--- config.mk ---
export PLATFORM = sky130hd
export DESIGN_NAME = edusoc_data_arbiter
export DESIGN_NICKNAME = d
export VERILOG_FILES = /design/src/rtl/edusoc_bus_pkg.sv /design/src/rtl/edusoc_rr_picker.sv /design/src/rtl/edusoc_data_arbiter.sv
export SDC_FILE = /design/constraint.sdc
export NUM_CORES = 1
export LEC_CHECK = 0
export CAP_MARGIN = 40
export CORE_AREA = 3 3 108 110
export DETAILED_ROUTE_END_ITERATION = 10
export DIE_AREA = 0 0 111 113
export PLACE_DENSITY = 0.69
export SETUP_SLACK_MARGIN = 0.15
export SLEW_MARGIN = 30
export SYNTH_ARGS = -nofsm -noshare
export SYNTH_HDL_FRONTEND = slang
export SYNTH_SLANG_ARGS = --single-unit
--- constraint.sdc ---
create_clock -name CPU_CLK -period 1.6 [get_ports CPU_CLK]
set_input_delay 0.32 -clock CPU_CLK [delete_from_list [all_inputs] [get_ports CPU_CLK]]
set_output_delay 0.32 -clock CPU_CLK [all_outputs]
set_load 0.01 [all_outputs]
--- src/rtl/edusoc_bus_pkg.sv ---
// Shared definitions for the EduSoC CPU-side data bus: arbiter FSM
// encoding and the read data returned on a bus timeout.
package edusoc_bus_pkg;

    typedef enum logic {
        ST_IDLE = 1'b0,
        ST_BUSY = 1'b1
    } bus_state_e;

    // Read data handed back to a master whose access timed out.
    localparam logic [31:0] BUS_ERR_RDATA = 32'hDEAD_BEEF;

endpackage

--- src/rtl/edusoc_rr_picker.sv ---
// Round-robin picker: finds the first set request bit at or above ptr,
// wrapping modulo N. Purely combinational so it can also serve the
// interrupt arbiter.
module edusoc_rr_picker #(
    parameter int N     = 2,
    parameter int PTR_W = (N > 1) ? $clog2(N) : 1
) (
    input  logic [N-1:0]     req,
    input  logic [PTR_W-1:0] ptr,
    output logic             found,
    output logic [PTR_W-1:0] index
);

    logic [PTR_W-1:0] cand;

    // Wrap helper: ptr is always < N, so one subtraction is enough.
    function automatic int wrap_idx(input int base, input int off);
        int s;
        s = base + off;
        return (s >= N) ? (s - N) : s;
    endfunction

    // Scan N candidates starting at ptr; the first hit wins.
    always_comb begin
        found = 1'b0;
        index = '0;
        cand  = '0;
        for (int i = 0; i < N; i++) begin
            cand = PTR_W'(wrap_idx(int'(ptr), i));
            if (!found && req[cand]) begin
                found = 1'b1;
                index = cand;
            end
        end
    end

endmodule

--- src/rtl/edusoc_data_arbiter.sv ---
// N-to-1 round-robin arbiter for the EduSoC DATA port with an optional
// timeout that completes a hung access with an error response.
//
// state   | meaning
// --------+-----------------------------------------------------------
// IDLE    | no access downstream; pick next requester from rr_ptr
// BUSY    | granted master's access driven downstream until DATA_VALID
//         | or the timeout expires
module edusoc_data_arbiter
    import edusoc_bus_pkg::*;
#(
    parameter int NUM_MASTERS = 2,
    parameter int ADDR_W      = 32,
    parameter int DATA_W      = 32,
    parameter int TIMEOUT     = 0,
    localparam int BE_W       = DATA_W / 8,
    localparam int ID_W       = (NUM_MASTERS > 1) ? $clog2(NUM_MASTERS) : 1
) (
    input  logic                          CPU_CLK,
    input  logic                          CPU_RES,
    input  logic [NUM_MASTERS-1:0]        M_REQ,
    input  logic [NUM_MASTERS-1:0]        M_WE,
    input  logic [NUM_MASTERS*BE_W-1:0]   M_BE,
    input  logic [NUM_MASTERS*ADDR_W-1:0] M_ADDR,
    input  logic [NUM_MASTERS*DATA_W-1:0] M_WDATA,
    output logic [NUM_MASTERS-1:0]        M_VALID,
    output logic [NUM_MASTERS-1:0]        M_ERR,
    output logic [DATA_W-1:0]             M_RDATA,
    output logic                          DATA_REQ,
    output logic                          DATA_WE,
    output logic [BE_W-1:0]               DATA_BE,
    output logic [ADDR_W-1:0]             DATA_ADDR,
    output logic [DATA_W-1:0]             DATA_WDATA,
    input  logic                          DATA_VALID,
    input  logic [DATA_W-1:0]             DATA_RDATA,
    output logic [ID_W-1:0]               GRANT_ID
);

    localparam int  CNT_W  = (TIMEOUT > 1) ? $clog2(TIMEOUT) : 1;
    localparam bit  TMO_EN = (TIMEOUT > 0);
    localparam logic [CNT_W-1:0]  TMO_LAST  = (TIMEOUT > 0) ? CNT_W'(TIMEOUT - 1) : '0;
    localparam logic [DATA_W-1:0] ERR_RDATA = DATA_W'(BUS_ERR_RDATA);
    localparam logic [ID_W-1:0]   LAST_ID   = ID_W'(NUM_MASTERS - 1);

    bus_state_e       state_q, state_d;
    logic [ID_W-1:0]  grant_q, grant_d;
    logic [ID_W-1:0]  rr_ptr_q, rr_ptr_d;
    logic [CNT_W-1:0] tmo_cnt_q, tmo_cnt_d;

    logic             pick_found;
    logic [ID_W-1:0]  pick_index;

    logic             busy;
    logic             done;
    logic             expire;

    edusoc_rr_picker #(
        .N     (NUM_MASTERS),
        .PTR_W (ID_W)
    ) u_picker (
        .req   (M_REQ),
        .ptr   (rr_ptr_q),
        .found (pick_found),
        .index (pick_index)
    );

    // A completion in the reset cycle is dropped, so both completion
    // sources are gated by CPU_RES. A real DATA_VALID beats a timeout
    // that lands in the same cycle.
    assign busy   = (state_q == ST_BUSY);
    assign done   = busy && DATA_VALID && !CPU_RES;
    assign expire = TMO_EN && busy && !DATA_VALID && !CPU_RES
                    && (tmo_cnt_q == TMO_LAST);

    assign GRANT_ID = grant_q;

    // State, grant, round-robin pointer and timeout counter registers.
    always_ff @(posedge CPU_CLK) begin
        if (CPU_RES) begin
            state_q   <= ST_IDLE;
            grant_q   <= '0;
            rr_ptr_q  <= '0;
            tmo_cnt_q <= '0;
        end else begin
            state_q   <= state_d;
            grant_q   <= grant_d;
            rr_ptr_q  <= rr_ptr_d;
            tmo_cnt_q <= tmo_cnt_d;
        end
    end

    // Next-state logic: grant on request, release on completion/timeout.
    always_comb begin
        state_d   = state_q;
        grant_d   = grant_q;
        rr_ptr_d  = rr_ptr_q;
        tmo_cnt_d = tmo_cnt_q;
        case (state_q)
            ST_IDLE: begin
                if (pick_found) begin
                    state_d   = ST_BUSY;
                    grant_d   = pick_index;
                    tmo_cnt_d = '0;
                end
            end
            ST_BUSY: begin
                if (done || expire) begin
                    state_d  = ST_IDLE;
                    rr_ptr_d = (grant_q == LAST_ID) ? '0 : grant_q + 1'b1;
                end else if (TMO_EN) begin
                    tmo_cnt_d = tmo_cnt_q + 1'b1;
                end
            end
            default: state_d = ST_IDLE;
        endcase
    end

    // Downstream request mux and upstream completion steering; everything
    // is held at zero outside BUSY so idle masters see a quiet bus.
    always_comb begin
        DATA_REQ   = busy;
        DATA_WE    = 1'b0;
        DATA_BE    = '0;
        DATA_ADDR  = '0;
        DATA_WDATA = '0;
        M_VALID    = '0;
        M_ERR      = '0;
        M_RDATA    = '0;
        for (int i = 0; i < NUM_MASTERS; i++) begin
            if (busy && (grant_q == ID_W'(i))) begin
                DATA_WE    = M_WE[i];
                DATA_BE    = M_BE[i*BE_W +: BE_W];
                DATA_ADDR  = M_ADDR[i*ADDR_W +: ADDR_W];
                DATA_WDATA = M_WDATA[i*DATA_W +: DATA_W];
                M_VALID[i] = done || expire;
                M_ERR[i]   = expire;
            end
        end
        if (done) begin
            M_RDATA = DATA_RDATA;
        end else if (expire) begin
            M_RDATA = ERR_RDATA;
        end
    end

endmodule

## After elaboration in Yosys (flattened, before gate mapping)

Cells that the tools add are included.

- RAM bits: 0
- Memories: 0
- Register bits: 3
- Bits of input ports: 175
- Bits in latches: 0
- Word-level logic and storage cells: 47
- ROM bits: 0
- Output and inout port bits: 107

- Shifts and indexed selects: 0
- Multiply operators: 0
- Multiplexer cells: 25
- Div/mod/pow operators: 0
- Add/sub/neg operators: 4
- $lt $le $gt $ge: 4
- Bitwise logic cells: 2
- Eq/ne operators: 0
- Reduce and logical (&&, ||, !) cells: 9

Operator list:

| cell | count |
|---|---|
| $mux W32 | 5 |
| $mux W1 | 17 |
| $mux W4 | 2 |
| $logic_and A1 B1 Y1 | 5 |
| $lt A1 B2 Y1 const B | 2 |
| $reduce_and A2 Y1 | 2 |
| $add A1 B1 Y2 const B | 1 |
| $ge A1 B2 Y1 const B | 1 |
| $ge A2 B2 Y1 const B | 1 |
| $logic_not A1 Y1 | 2 |
| $not A1 Y1 | 2 |
| $pmux W1 S2 | 1 |
| $sub A1 B1 Y1 const B | 2 |
| $add A1 B1 Y1 const B | 1 |

## Logic depth before layout (Yosys ltp)

- Word-level depth: 10
- Depth in mapped cells: 5
- Mapped depth without buffers: 3

## Cells and area by module

A second synthesis with hierarchy kept.

- Cell total of the unflattened synthesis: 210
- Area, all modules: 1687.9 µm²

Modules (own cells, without submodules):

| module | times used | cells each | area an instance (µm²) | sequential area each (µm²) |
|---|---|---|---|---|
| edusoc_data_arbiter | 1 | 207 | 1670.4 | 60.1 |
| edusoc_rr_picker | 1 | 3 | 17.5 | 0.0 |

## Least setup slack after synthesis

OpenSTA, ideal clock, no wires.

- Path type: register to output
- Start: register state_q, in the netlist DATA_REQ
- End: output port M_RDATA[10]
- Arrival time: 1.011 ns
- Path buffers: 2
- Data required time: 1.280 ns
- Slack: 0.269 ns
- Cell stages (with the launch flop): 6
- Path through: dfxtp_1 > buf_4 > nand2_2 > nor2_4 > buf_6 > and2_1

- Longest elaborated chain between the ends: 3

RTL lines:

| what | RTL line | RTL |
|---|---|---|
| start: declaration | edusoc_data_arbiter.sv:45 | `bus_state_e state_q, state_d;` |
| start signal: assignment | edusoc_data_arbiter.sv:85 | `state_q <= state_d;` |
| $logic_and A1 B1 Y1 (2 in a row) | edusoc_data_arbiter.sv:71 | `assign done = busy && DATA_VALID && !CPU_RES;` |
| $mux W32 | edusoc_data_arbiter.sv:139 | `if (done) begin` |
| end: declaration | edusoc_data_arbiter.sv:28 | `output logic [DATA_W-1:0] M_RDATA,` |

No other way between the ends.

## Worst setup path in the final report

- Start: register grant_q, in the netlist GRANT_ID
- End: output port DATA_ADDR[21]

- Longest elaborated chain between the ends: 4
- Elaborated cells on any way between the ends: 5
- Classes of those cells: 2 x mux; 1 x bitwise; 2 x reduce/logical

RTL lines:

| what | RTL line | RTL |
|---|---|---|
| start: declaration | edusoc_data_arbiter.sv:46 | `logic [ID_W-1:0] grant_q, grant_d;` |
| start signal: assignment | edusoc_data_arbiter.sv:86 | `grant_q <= grant_d;` |
| $not A1 Y1 | edusoc_data_arbiter.sv:130 | `if (busy && (grant_q == ID_W'(i))) begin` |
| $logic_and A1 B1 Y1 | edusoc_data_arbiter.sv:130 |  |
| $mux W32 | edusoc_data_arbiter.sv:130 |  |
| $mux W32 (*) | edusoc_data_arbiter.sv:130 |  |
| end: declaration | edusoc_data_arbiter.sv:32 | `output logic [ADDR_W-1:0] DATA_ADDR,` |

Mark *: on every way between the ends. The rest lies on a longest branch, timed or not.

==> results.py <==
metrics = {
    "status": {
        "outcome": "complete, but fails checks",
        "violations": "negative setup slack",
    },
    "timing": {
        "finalCritPeriodShare_pct": 109,
        "finClkSkew_ps": 3.37,
        "fin_ws_ps": -143,
        "clock.fmax_ghz": 0.574,
        "setup_viol": 78,
        "holdWs_ps": 520,
        "rsz0062_at_grt": "true",
        "timing.final.hold_violations": 0,
        "drv_slew": 0,
        "fin_crit_ps": 1740,
    },
    "clock_network": {
        "clock_latency_ps": 220,
        "numCtsBuffers": 3,
        "htreeDepth": 1,
        "hold_buffers": 0,
        "clk_pin_slew_ps": 30,
        "cts_num_sinks": 3,
        "tritoncts": "done",
        "cts_root_buf": "clkbuf_8",
        "cts_buffer_depth": 2,
    },
    "drt": {
        "dr.pass1.iters": 4,
        "drc": 0,
        "wl_per_cell_um": 17.0,
        "drt-total-wl_um": 11200,
        "drtIter0Drc": 65,
        "postRouteAntennaNets": 0,
        "vias": 2719,
        "vias_per_cell": 4.14,
    },
    "pwr": {
        "p_sw_w": 0.000543,
        "power_density_mw_per_mm2": 334,
        "total_power_w": 0.00163,
        "power_frac_clock_pct": 13.5,
        "ir_drop_mv": 0.159,
        "intPower_w": 0.00109,
        "combPwrFrac_pct": 81.2,
        "p_leak_nw": 2.16,
        "sw_frac_of_total_pct": 33.2,
        "p_seq_share_pct": 5.3,
    },
    "cells_and_area": {
        "final_nets": 691,
        "final_cells": 656,
        "syn2layout_area_growth_pct": 233,
        "postLayoutCoreUtil_pct": 45.3,
        "drive_gt1_share_pct": 37.1,
    },
    "die": {
        "io_pins": 282,
        "initial_core_util_pct": 13.6,
        "dieArea_mm2": 0.0125,
        "core_mm2": 0.0108,
        "die_w_um": 111,
        "std_cell_rows": 38,
        "dieHeight_um": 113,
    },
    "global_routing": {
        "grt_max_degree": 30,
        "grt_pass1_vias": 2882,
        "grtUsageTotal_pct": 16.0,
        "gr-total-overflow": 0,
        "antenna_found_initial": 2,
        "grt_pass1_wl_um": 15900,
    },
    "placement": {
        "placed_cells": 619,
        "dp_hpwl_um": 8020,
        "pre_cts_ws_ps": -589,
        "routabilityCongestion": 0.905,
        "portBuffers": 279,
    },
    "synthesis": {
        "synth_top_area_share_pct": 47.1,
        "synth_largest_area_cell": "mux2i_1",
        "synthTopCellsByArea": "mux2i_1 (47%), nor2_1 (18%), and2_1 (14%)",
        "synth_seq_cells": 3,
        "synth_cells": 208,
        "synthFlopType": "dfxtp_1",
        "netlist_area_mm2": 0.00147,
        "ys_top_cells_by_count": "mux2i_1 (69), nor2_1 (69), and2_1 (33)",
        "synth_cell_types": 18,
        "ys_seq_area_share_pct": 4.09,
        "synth_area_per_cell_um2": 7.06,
        "synthArstFlopShare_pct": 0,
        "synth_edf_count": 0,
        "yosysWarnings": 0,
    },
    "flow_run": {
        "maxCapViolCount": 0,
    },
    "setup_path": {
        "worst_ep_required_time_ps": 1280,
        "ff2ff_path_depth": 5,
        "path_class": "reg -> out",
        "cp_data_arrival_time_ps": 1420,
        "r2r_end": "GRANT_ID",
        "cp_max_fo": 6,
        "r2r-start": "DATA_REQ",
        "end_kind": "primary output",
        "r2r_setup_slack_ps": 590,
        "crit_path_start_kind": "flip-flop",
    },
    "hold_path": {
        "min_from": "rr_ptr_q",
        "hold_path_end": "rr_ptr_q",
        "worstHoldPathCells": 2,
        "hp-class": "reg -> reg",
    },
}
what timing repair did:
item / CTS / global route
gates resized for setup: 437 / 71
setup buffers: 18 / 4
cloned: 10 / 0
endpoints found under the setup margin: 105 / 104
endpoints found under the hold margin: 0 / 0
pin swaps: 26 / 21
placed cells by master (no fill, tap or decap), types with 2 or more instances in the layout:
master           count
buf_4               10
and2_4              32
conb_1               2
a21oi_1              2
buf_6               45
nor2_1              69
clkbuf_8             3
buf_2               65
dlygate4sd2_1        8
buf_16              10
mux2i_2              7
buf_12              11
clkdlybuf4s50_1    172
dfxtp_4              2
mux2i_1             61
area by class of cell:
cell class	count	area [um^2]
fillers	1047	5900
repair buffers	323	3220
multi-input cells	183	1370
well taps	140	175
flip-flops and latches	3	67.6
clock buffers	4	45.0
inverters	2	20.0
diodes	1	2.50
state kept, by name, indices dropped and copies added (netlist names):
register and cells:
rr_ptr_q 1, GRANT_ID 1, DATA_REQ 1
logic make-up after synthesis:
logic type | Yosys count | synth area share [%]
compound gates | 6 | 2.64
buf+inv | 23 | 12.4
flops | 3 | 4.09
mux | 69 | 47.1
other cells | 1 | 0.256
simple gates | 106 | 33.6
power groups by stage:
stage	registers, W	logic (W)	clock network (W)
after floorplan	0.0000865	0.000414	0
after global placement	0.0000907	0.00118	0
after detailed placement	0.0000910	0.00119	0
after CTS	0.0000861	0.00127	0.000227
after global routing	0.0000870	0.00141	0.000235
final	0.0000866	0.00133	0.000221
critical path: stages, from the launching register on:
cell and delay (ps):
dfxtp_4 350, buf_12 130, buf_6 110, buf_12 120, buf_16 130, mux2i_1 160, nor2_1 60, buf_2 140
layer usage:
layer,wire length (um),share of wire [%],global-route usage [%],vias up
li1,-,-,-,1302
met1,3650,33,15.0,1227
met2,6400,57,33.7,174
met3,871,7.8,3.42,16
met4,253,2.3,5.25,0
met5,0,0,0,-
through the flow:
step | TNS [ps] | area, um^2
after global routing | -8620 | 4890
after global placement | -32590 | 4420
after CTS | -4170 | 4640
after detailed placement | -33980 | 4420
after floorplan | 0 | 1470
final | -4600 | 4890
worst max path at each step:
stage          slack [ps]  startpoint       endpoint
2_1_floorplan         270    DATA_REQ    M_RDATA[10]
3_3_place_gp         -560  DATA_VALID    M_RDATA[28]
3_5_place_dp         -590  DATA_VALID    M_RDATA[24]
4_1_cts              -140    GRANT_ID  DATA_ADDR[14]
5_1_grt              -200    GRANT_ID  DATA_ADDR[13]
6_report             -140    GRANT_ID  DATA_ADDR[21]
(Power assumes the default switching activity.)
